--- src/rtl/equiv_sweep_pkg.sv ---
// Shared definitions for the equivalence sweep block: FSM encoding and
// vector-order mode constants.
package equiv_sweep_pkg;

  typedef enum logic [1:0] {
    ST_IDLE  = 2'd0,
    ST_DRIVE = 2'd1,
    ST_CHECK = 2'd2,
    ST_DONE  = 2'd3
  } state_e;

  localparam logic MODE_BIN  = 1'b0;
  localparam logic MODE_GRAY = 1'b1;

endpackage

--- src/rtl/equiv_sweep_bin2gray.sv ---
// Combinational binary-to-reflected-Gray converter.
module bin2gray
  import equiv_sweep_pkg::*;
#(
  parameter int N = 4
) (
  input  logic [N-1:0] bin,
  output logic [N-1:0] gray
);

  // Each Gray bit is the XOR of adjacent binary bits; the MSB passes through.
  always_comb begin
    gray = bin ^ (bin >> 1);
  end

endmodule

--- src/rtl/equiv_sweep.sv ---
// Exhaustive equivalence sweep: drives every N-bit vector (binary or Gray
// order) to two implementations, lets each settle for DWELL cycles, then
// compares their outputs for one cycle and accumulates mismatch statistics.
module equiv_sweep
  import equiv_sweep_pkg::*;
#(
  parameter int N     = 4,
  parameter int DWELL = 4
) (
  input  logic         clk,
  input  logic         rst,
  input  logic         start,
  input  logic         abort,
  input  logic         mode,
  output logic [N-1:0] vec,
  input  logic         f_a,
  input  logic         f_b,
  output logic         busy,
  output logic         done,
  output logic         pass,
  output logic [N:0]   err_cnt,
  output logic [N-1:0] first_err_vec,
  output logic         first_err_valid
);

  localparam logic [7:0]   DWELL_LAST = 8'(DWELL - 1);
  localparam logic [N-1:0] IDX_LAST   = {N{1'b1}};
  localparam logic [N:0]   ERR_ONE    = {{N{1'b0}}, 1'b1};

  state_e       state_q, state_d;
  logic [N-1:0] idx_q, idx_d;
  logic         mode_q, mode_d;
  logic [7:0]   cnt_q, cnt_d;
  logic [N:0]   err_cnt_q, err_cnt_d;
  logic [N-1:0] fev_q, fev_d;
  logic         fevv_q, fevv_d;
  logic [N-1:0] vec_q, vec_d;
  logic         busy_q, busy_d;
  logic         done_q, done_d;
  logic         pass_q, pass_d;
  logic [N-1:0] gray_s;

  // Gray form of the next index so vec can be registered alongside it.
  bin2gray #(.N(N)) u_bin2gray (
    .bin  (idx_d),
    .gray (gray_s)
  );

  // Next-state, sweep bookkeeping and registered-output precomputation.
  always_comb begin
    state_d   = state_q;
    idx_d     = idx_q;
    mode_d    = mode_q;
    cnt_d     = cnt_q;
    err_cnt_d = err_cnt_q;
    fev_d     = fev_q;
    fevv_d    = fevv_q;

    case (state_q)
      ST_IDLE, ST_DONE: begin
        if (start && !abort) begin
          state_d   = ST_DRIVE;
          idx_d     = '0;
          mode_d    = mode;
          cnt_d     = 8'd0;
          err_cnt_d = '0;
          fev_d     = '0;
          fevv_d    = 1'b0;
        end else if (start && abort) begin
          // Abort wins over a simultaneous start; results are left untouched.
          state_d = ST_IDLE;
        end else begin
          state_d = state_q;
        end
      end
      ST_DRIVE: begin
        if (abort) begin
          state_d = ST_IDLE;
        end else if (cnt_q == DWELL_LAST) begin
          state_d = ST_CHECK;
          cnt_d   = 8'd0;
        end else begin
          cnt_d = cnt_q + 8'd1;
        end
      end
      ST_CHECK: begin
        if (abort) begin
          // An aborted compare cycle must not disturb the partial results.
          state_d = ST_IDLE;
        end else begin
          if (f_a != f_b) begin
            err_cnt_d = err_cnt_q + ERR_ONE;
            if (!fevv_q) begin
              fev_d  = vec_q;
              fevv_d = 1'b1;
            end else begin
              fev_d = fev_q;
            end
          end else begin
            err_cnt_d = err_cnt_q;
          end
          if (idx_q == IDX_LAST) begin
            state_d = ST_DONE;
          end else begin
            idx_d   = idx_q + {{(N-1){1'b0}}, 1'b1};
            state_d = ST_DRIVE;
          end
        end
      end
      default: begin
        state_d = ST_IDLE;
      end
    endcase

    vec_d  = (mode_d == MODE_GRAY) ? gray_s : idx_d;
    busy_d = (state_d == ST_DRIVE) || (state_d == ST_CHECK);
    done_d = (state_d == ST_DONE);
    pass_d = done_d && (err_cnt_d == '0);
  end

  // State and result registers; reset clears everything immediately.
  always_ff @(posedge clk or posedge rst) begin
    if (rst) begin
      state_q   <= ST_IDLE;
      idx_q     <= '0;
      mode_q    <= MODE_BIN;
      cnt_q     <= 8'd0;
      err_cnt_q <= '0;
      fev_q     <= '0;
      fevv_q    <= 1'b0;
      vec_q     <= '0;
      busy_q    <= 1'b0;
      done_q    <= 1'b0;
      pass_q    <= 1'b0;
    end else begin
      state_q   <= state_d;
      idx_q     <= idx_d;
      mode_q    <= mode_d;
      cnt_q     <= cnt_d;
      err_cnt_q <= err_cnt_d;
      fev_q     <= fev_d;
      fevv_q    <= fevv_d;
      vec_q     <= vec_d;
      busy_q    <= busy_d;
      done_q    <= done_d;
      pass_q    <= pass_d;
    end
  end

  assign vec             = vec_q;
  assign busy            = busy_q;
  assign done            = done_q;
  assign pass            = pass_q;
  assign err_cnt         = err_cnt_q;
  assign first_err_vec   = fev_q;
  assign first_err_valid = fevv_q;

endmodule

--- config.mk ---
export PLATFORM = sky130hd
export DESIGN_NAME = equiv_sweep
export DESIGN_NICKNAME = d
export VERILOG_FILES = /design/src/rtl/equiv_sweep_pkg.sv /design/src/rtl/equiv_sweep_bin2gray.sv /design/src/rtl/equiv_sweep.sv
export SDC_FILE = /design/constraint.sdc
export NUM_CORES = 1
export LEC_CHECK = 0
export CORE_AREA = 2 2 63 65
export CTS_BUF_LIST = sky130_fd_sc_hd__clkbuf_2 sky130_fd_sc_hd__clkbuf_4 sky130_fd_sc_hd__clkbuf_8
export CTS_CLUSTER_DIAMETER = 100
export DETAILED_ROUTE_END_ITERATION = 8
export DIE_AREA = 0 0 65 67
export PLACE_DENSITY = 0.72
export SYNTH_ARGS = -nofsm -noshare
export SYNTH_HDL_FRONTEND = slang
export SYNTH_SLANG_ARGS = --single-unit
--- constraint.sdc ---
create_clock -name clk -period 3.1 [get_ports clk]
set_clock_uncertainty 0.05 [all_clocks]
set_input_delay 0.31 -clock clk [delete_from_list [all_inputs] [get_ports clk]]
set_output_delay 0.31 -clock clk [all_outputs]
set_load 0.02 [all_outputs]
# Word-level counts from Yosys, hierarchy flattened
# Cells that the tools add are included.
# word_totals
word_cells	73
in_bits	7
out_inout_bits	17
ff_bits	32
# classes
addsub	3
mux	31
n_eq_ne	14
n_reduce_logical	13
bitwise	1
# op_table
op	count
$mux W4	8
$mux W8	3
$pmux W4 S2	2
$pmux W8 S2	1
$mux W5	3
$mux W2	6
$ne A2 B2 Y1 const B	5
$pmux W5 S2	1
$add A8 B1 Y8 const B	1
$eq A2 B2 Y1 const B	4
$eq A8 B2 Y1 const B	1
$pmux W2 S3	1
$add A5 B1 Y5 const B	1
$logic_not A5 Y1	1
$mux W1	5
$reduce_and A5 Y1	1
$add A4 B1 Y4 const B	1
$eq A2 B1 Y1 const B	2
$eq A4 B4 Y1 const B	1
$reduce_and A4 Y1	1
$reduce_bool A2 Y1	2
$xor A4 B3 Y4	1
$logic_and A1 B1 Y1	3
$reduce_and A3 Y1	1
other kinds (6)	6

# Logic depth before layout (Yosys ltp)
# logic_depth
depth_word	6
ltp_mapped	11

# By module
# From an unflattened synthesis, not the netlist that was laid out.
# hier_totals
hier_cells	179
hier_area_um2	1786.7
# modules_own_cells
module	cells_each	instances	area_per_inst_um2
equiv_sweep	175	1	1752.9
bin2gray	4	1	33.8

# Least setup slack after synthesis
# OpenSTA, ideal clock, no wires.
# synth_path
path_type	reg2reg
start	reg cnt_q[0]
end	reg pass_q, in the netlist pass
synth_period_minus_slack_ns	2.307
path_buffers	0
slack_ns	0.793
setup_ns	0.132
t_arrival_ns	2.124
path_stages_with_launch	11
path_cell_list	dfrtp_1 ha_1 or4b_1 o41ai_4 nor2_1 o21ai_0 o21ai_0 ha_1 o21ai_0 a211o_1 nor3_2
# synth_via
elab_chain_len	6
# synth_rtl
element	line_no	text
from (decl)	equiv_sweep.sv:33	logic [7:0] cnt_q, cnt_d;
from (signal assigned)	equiv_sweep.sv:139	cnt_q <= cnt_d;
$eq A8 B2 Y1	equiv_sweep.sv:79	end else if (cnt_q == DWELL_LAST) begin
$mux W2	equiv_sweep.sv:79	
$mux W2	equiv_sweep.sv:77	if (abort) begin
$pmux W2 S3	equiv_sweep.sv:59	case (state_q)
via state_d[0]	equiv_sweep.sv:30	state_e state_q, state_d;
$eq A2 B2 Y1	equiv_sweep.sv:117	done_d = (state_d == ST_DONE);
via done_d	equiv_sweep.sv:39	logic done_q, done_d;
$logic_and A1 B1 Y1	equiv_sweep.sv:118	pass_d = done_d && (err_cnt_d == '0);
via pass_d	equiv_sweep.sv:40	logic pass_q, pass_d;
to (signal assigned)	equiv_sweep.sv:146	pass_q <= pass_d;
to (decl)	equiv_sweep.sv:40	
# The timed path passes the listed nets, and every way through them passes these cells.
# A chain may end at the register's enable or synchronous reset.

# Worst setup path after layout
# Same ends and word-level chain as after synthesis.

==> results_dict.tcl <==
set metrics [dict create \
    path_cells "ha_1 -> or4b_1 -> o41ai_4 -> nor2_1 -> o21ai_0 -> o21ai_0 -> ha_1 -> o21ai_0 -> a211o_1 -> nor3_2" \
    async_flop_share_pct 100 \
    path_clk_slew_ns 0.06 \
    dominantRegCellSynth "dfrtp_1" \
    worstSetupEndpointType "flop" \
    n_antenna_cell 0 \
    wirelength_um 3630 \
    r2r-start "cnt_q[0]" \
    fin_setup_tns_ns 0 \
    postCtsHoldBufs 0 \
    synth_edf_count 0 \
    ys.warnings.count 0 \
    yosys.area_share.simple_pct 21.1 \
    post_cts_buffers 0 \
    dpl_cell_area_mm2 0.00202 \
    nets 220 \
    grt_pass1_vias 1374 \
    vias 1445 \
    clock_latency_ns 0.28 \
    rows 22 \
    design.core.area_mm2 0.00361 \
    final_cell_area_mm2 0.00211 \
    avgSynthCellArea_um2 9.55 \
    synth_top_area_cell "dfrtp_1" \
    wl_per_cell_um 14.2 \
    dpl.hpwl_um 2670 \
    antenna_left 0 \
    drcViolationCount 0 \
    critPathLaunch "cnt_q[0]" \
    cp_max_fo 7 \
    synth.most_common_cell "dfrtp_1" \
    drv_cap 0 \
    first_pass_iters 4 \
    io_buffers 23 \
    synth.distinct_cells 51 \
    ys_ff_latch 31 \
    synth_compound_area_share_pct 18.3 \
    leakage_nw 0.912 \
    grt_pass1_wl_um 6110 \
    power.density_mw_per_mm2 443 \
    syn-cell-area_mm2 0.00178 \
    synthDominantCellAreaShare_pct 43.7 \
    cts-htree-levels 2 \
    drt_iter0_markers 93 \
    crit_family "compound AO/OA/AOI/OAI gates" \
    synthesis.nets 199 \
    drive_above_1_share_pct 8.70 \
    rsz0062_at_grt "false" \
    fin_util_pct 58.4 \
    grt-ovfl-total 0 \
    root_buffer "clkbuf_8" \
    slew-limit-headroom_pct 61.5 \
    cts_resized 0 \
    startpoint_type "flop" \
    gp_congestion 0.829 \
    antenna_found_initial 0 \
    status "complete, no violations" \
    yosys.area_share.xor_xnor_pct 1.97 \
    cp.arrival_ns 2.74 \
    finalPower_w 0.000933 \
    critPathKind "flop to flop" \
    yosysSeqAreaShare_pct 43.7 \
    grt_max_degree 32 \
    whs_ns 0.355 \
    cts_tree "done" \
    area_growth_pct 18.7 \
    die-width_um 65 \
    synth.area.top_cells "dfrtp_1 44%, ha_1 4.2%, o21ai_0 4.2%, nand2_1 3.4%, mux2i_1 2.8%" \
    syn_inst 186 \
    worstPathRequired_ns 3.20 \
    initial_core_util_pct 49.2 \
    ios 24 \
    dieArea_mm2 0.00436 \
    synth-adder-area-share_pct 4.23 \
    setup_violations 0 \
    avgViaCountPerCell 5.67 \
    synth_top_family_by_area "simple AND/OR/NAND/NOR gates" \
    critPathMaxStageDelay_ns 0.52 \
    grt_use_total_pct 18.6 \
    fmax_mhz 379 \
    synth_common_cells "31 x dfrtp_1, 16 x nand2_1, 15 x o21ai_0" \
    vdd_ir_drop_max_mv 0.259 \
    finalCritPeriodShare_pct 85.1 \
    critPathMostFrequentCell "o21ai_0" \
    cts_buffer_depth 2 \
    drv_slew 0 \
    min_path_type "primary input to asynchronous set/reset pin" \
    min_period_ns 2.64 \
    cts_sinks 31 \
    cpMaxStageDelayCell "or4b_1" \
    numCtsBuffers 5 \
    hold_violations 0 \
    tightestPinTransition_ns 0.575 \
    synthMuxAreaShare_pct 4.72 \
    path_buf_inv 0 \
    fp.dieH_um 67 \
]
==> per-stage QoR <==
step | std cells | worst slack [ns]
floorplan | 186 | 0.793
global placement | 248 | 0.627
detailed placement | 248 | 0.476
CTS | 255 | 0.457
global route | 255 | 0.303
finish | 255 | 0.463
==> worst reg2reg max path, stage by stage, from the launching register on <==
cell and delay, ns:
dfrtp_1 0.39, ha_1 0.23, or4b_1 0.52, o41ai_4 0.41, nor2_1 0.07, o21ai_0 0.15, o21ai_0 0.14, ha_1 0.26
o21ai_0 0.09, a211o_1 0.16, nor3_2 0.04
==> per-layer routing <==
| layer | track usage [%] | up-vias | wire length, um |
|---|---|---|---|
| li1 | - | 699 | - |
| met1 | 23.6 | 696 | 1670 |
| met2 | 29.5 | 44 | 1690 |
| met3 | 6.08 | 6 | 213 |
| met4 | 6.65 | 0 | 55 |
| met5 | 0 | - | 0 |
==> cell families (layout without fill, tap and decap cells) <==
kind of cell	after synthesis	count (layout)
buffers and inverters	23	44
multiplexers	8	8
flip-flops	31	31
XOR/XNOR	4	4
AND/OR/NAND/NOR	69	69
AO/OA/AOI/OAI	45	45
adder cells (fa/ha/maj)	6	6
==> where the power goes <==
group	total (W)	switching [W]	internal (W)
sequential	0.000450	0.0000205	0.000429
clock	0.000310	0.000136	0.000174
combinational	0.000173	0.000101	0.0000724
total	0.000933	0.000258	0.000675
==> state kept, by name, summed over array words and instances (netlist names) <==
name / flops
cnt_q: 8
err_cnt: 5
first_err_vec: 4
idx_q: 4
vec: 3
state_q: 2
busy: 1
done: 1
first_err_valid: 1
mode_q: 1
pass: 1
==> final cells by class <==
| class | instances | area [um^2] |
|---|---|---|
| Fill cell | 332 | 1500 |
| Multi-Input combinational cell | 132 | 893 |
| Sequential cell | 31 | 776 |
| Timing Repair Buffer | 25 | 245 |
| Clock buffer | 6 | 82.6 |
| Tap cell | 48 | 60.1 |
| Inverter | 12 | 45.0 |
| Clock inverter | 1 | 5.00 |
==> path summary, 6_finish.rpt <==
check,depth (start not counted),slack [ns],endpoint
worst max register to register,10,0.46,pass
min in group clk,2,0.46,cnt_q[1]
worst min register to register,2,0.46,cnt_q[1]
max in group asynchronous,3,2.36,err_cnt[4]
worst min-delay path,3,0.36,cnt_q[5]
worst max-delay path,10,0.46,pass
==> placed cells by master (no fill, tap or decap), drive strengths merged, types with 2 or more instances in the layout <==
| cell type | count |
|---|---|
| dfrtp | 31 |
| clkdlybuf4s50 | 23 |
| nand2 | 16 |
| o21ai | 16 |
| inv | 12 |
| nor2 | 11 |
| nand3 | 6 |
| ha | 6 |
| clkbuf | 6 |
| nor3 | 6 |
| nand2b | 6 |
| a21oi | 5 |
| nor2b | 5 |
| mux2i | 5 |
| and3 | 4 |
| xnor2 | 3 |
| mux2 | 3 |
| nor4 | 3 |
| a21o | 3 |
| or2 | 2 |
| nand4b | 2 |
| a211oi | 2 |
| o311a | 2 |
| o311ai | 2 |
| a22o | 2 |
| nand4 | 2 |
| buf | 2 |
No activity file was read; power rests on OpenSTA's default activity.
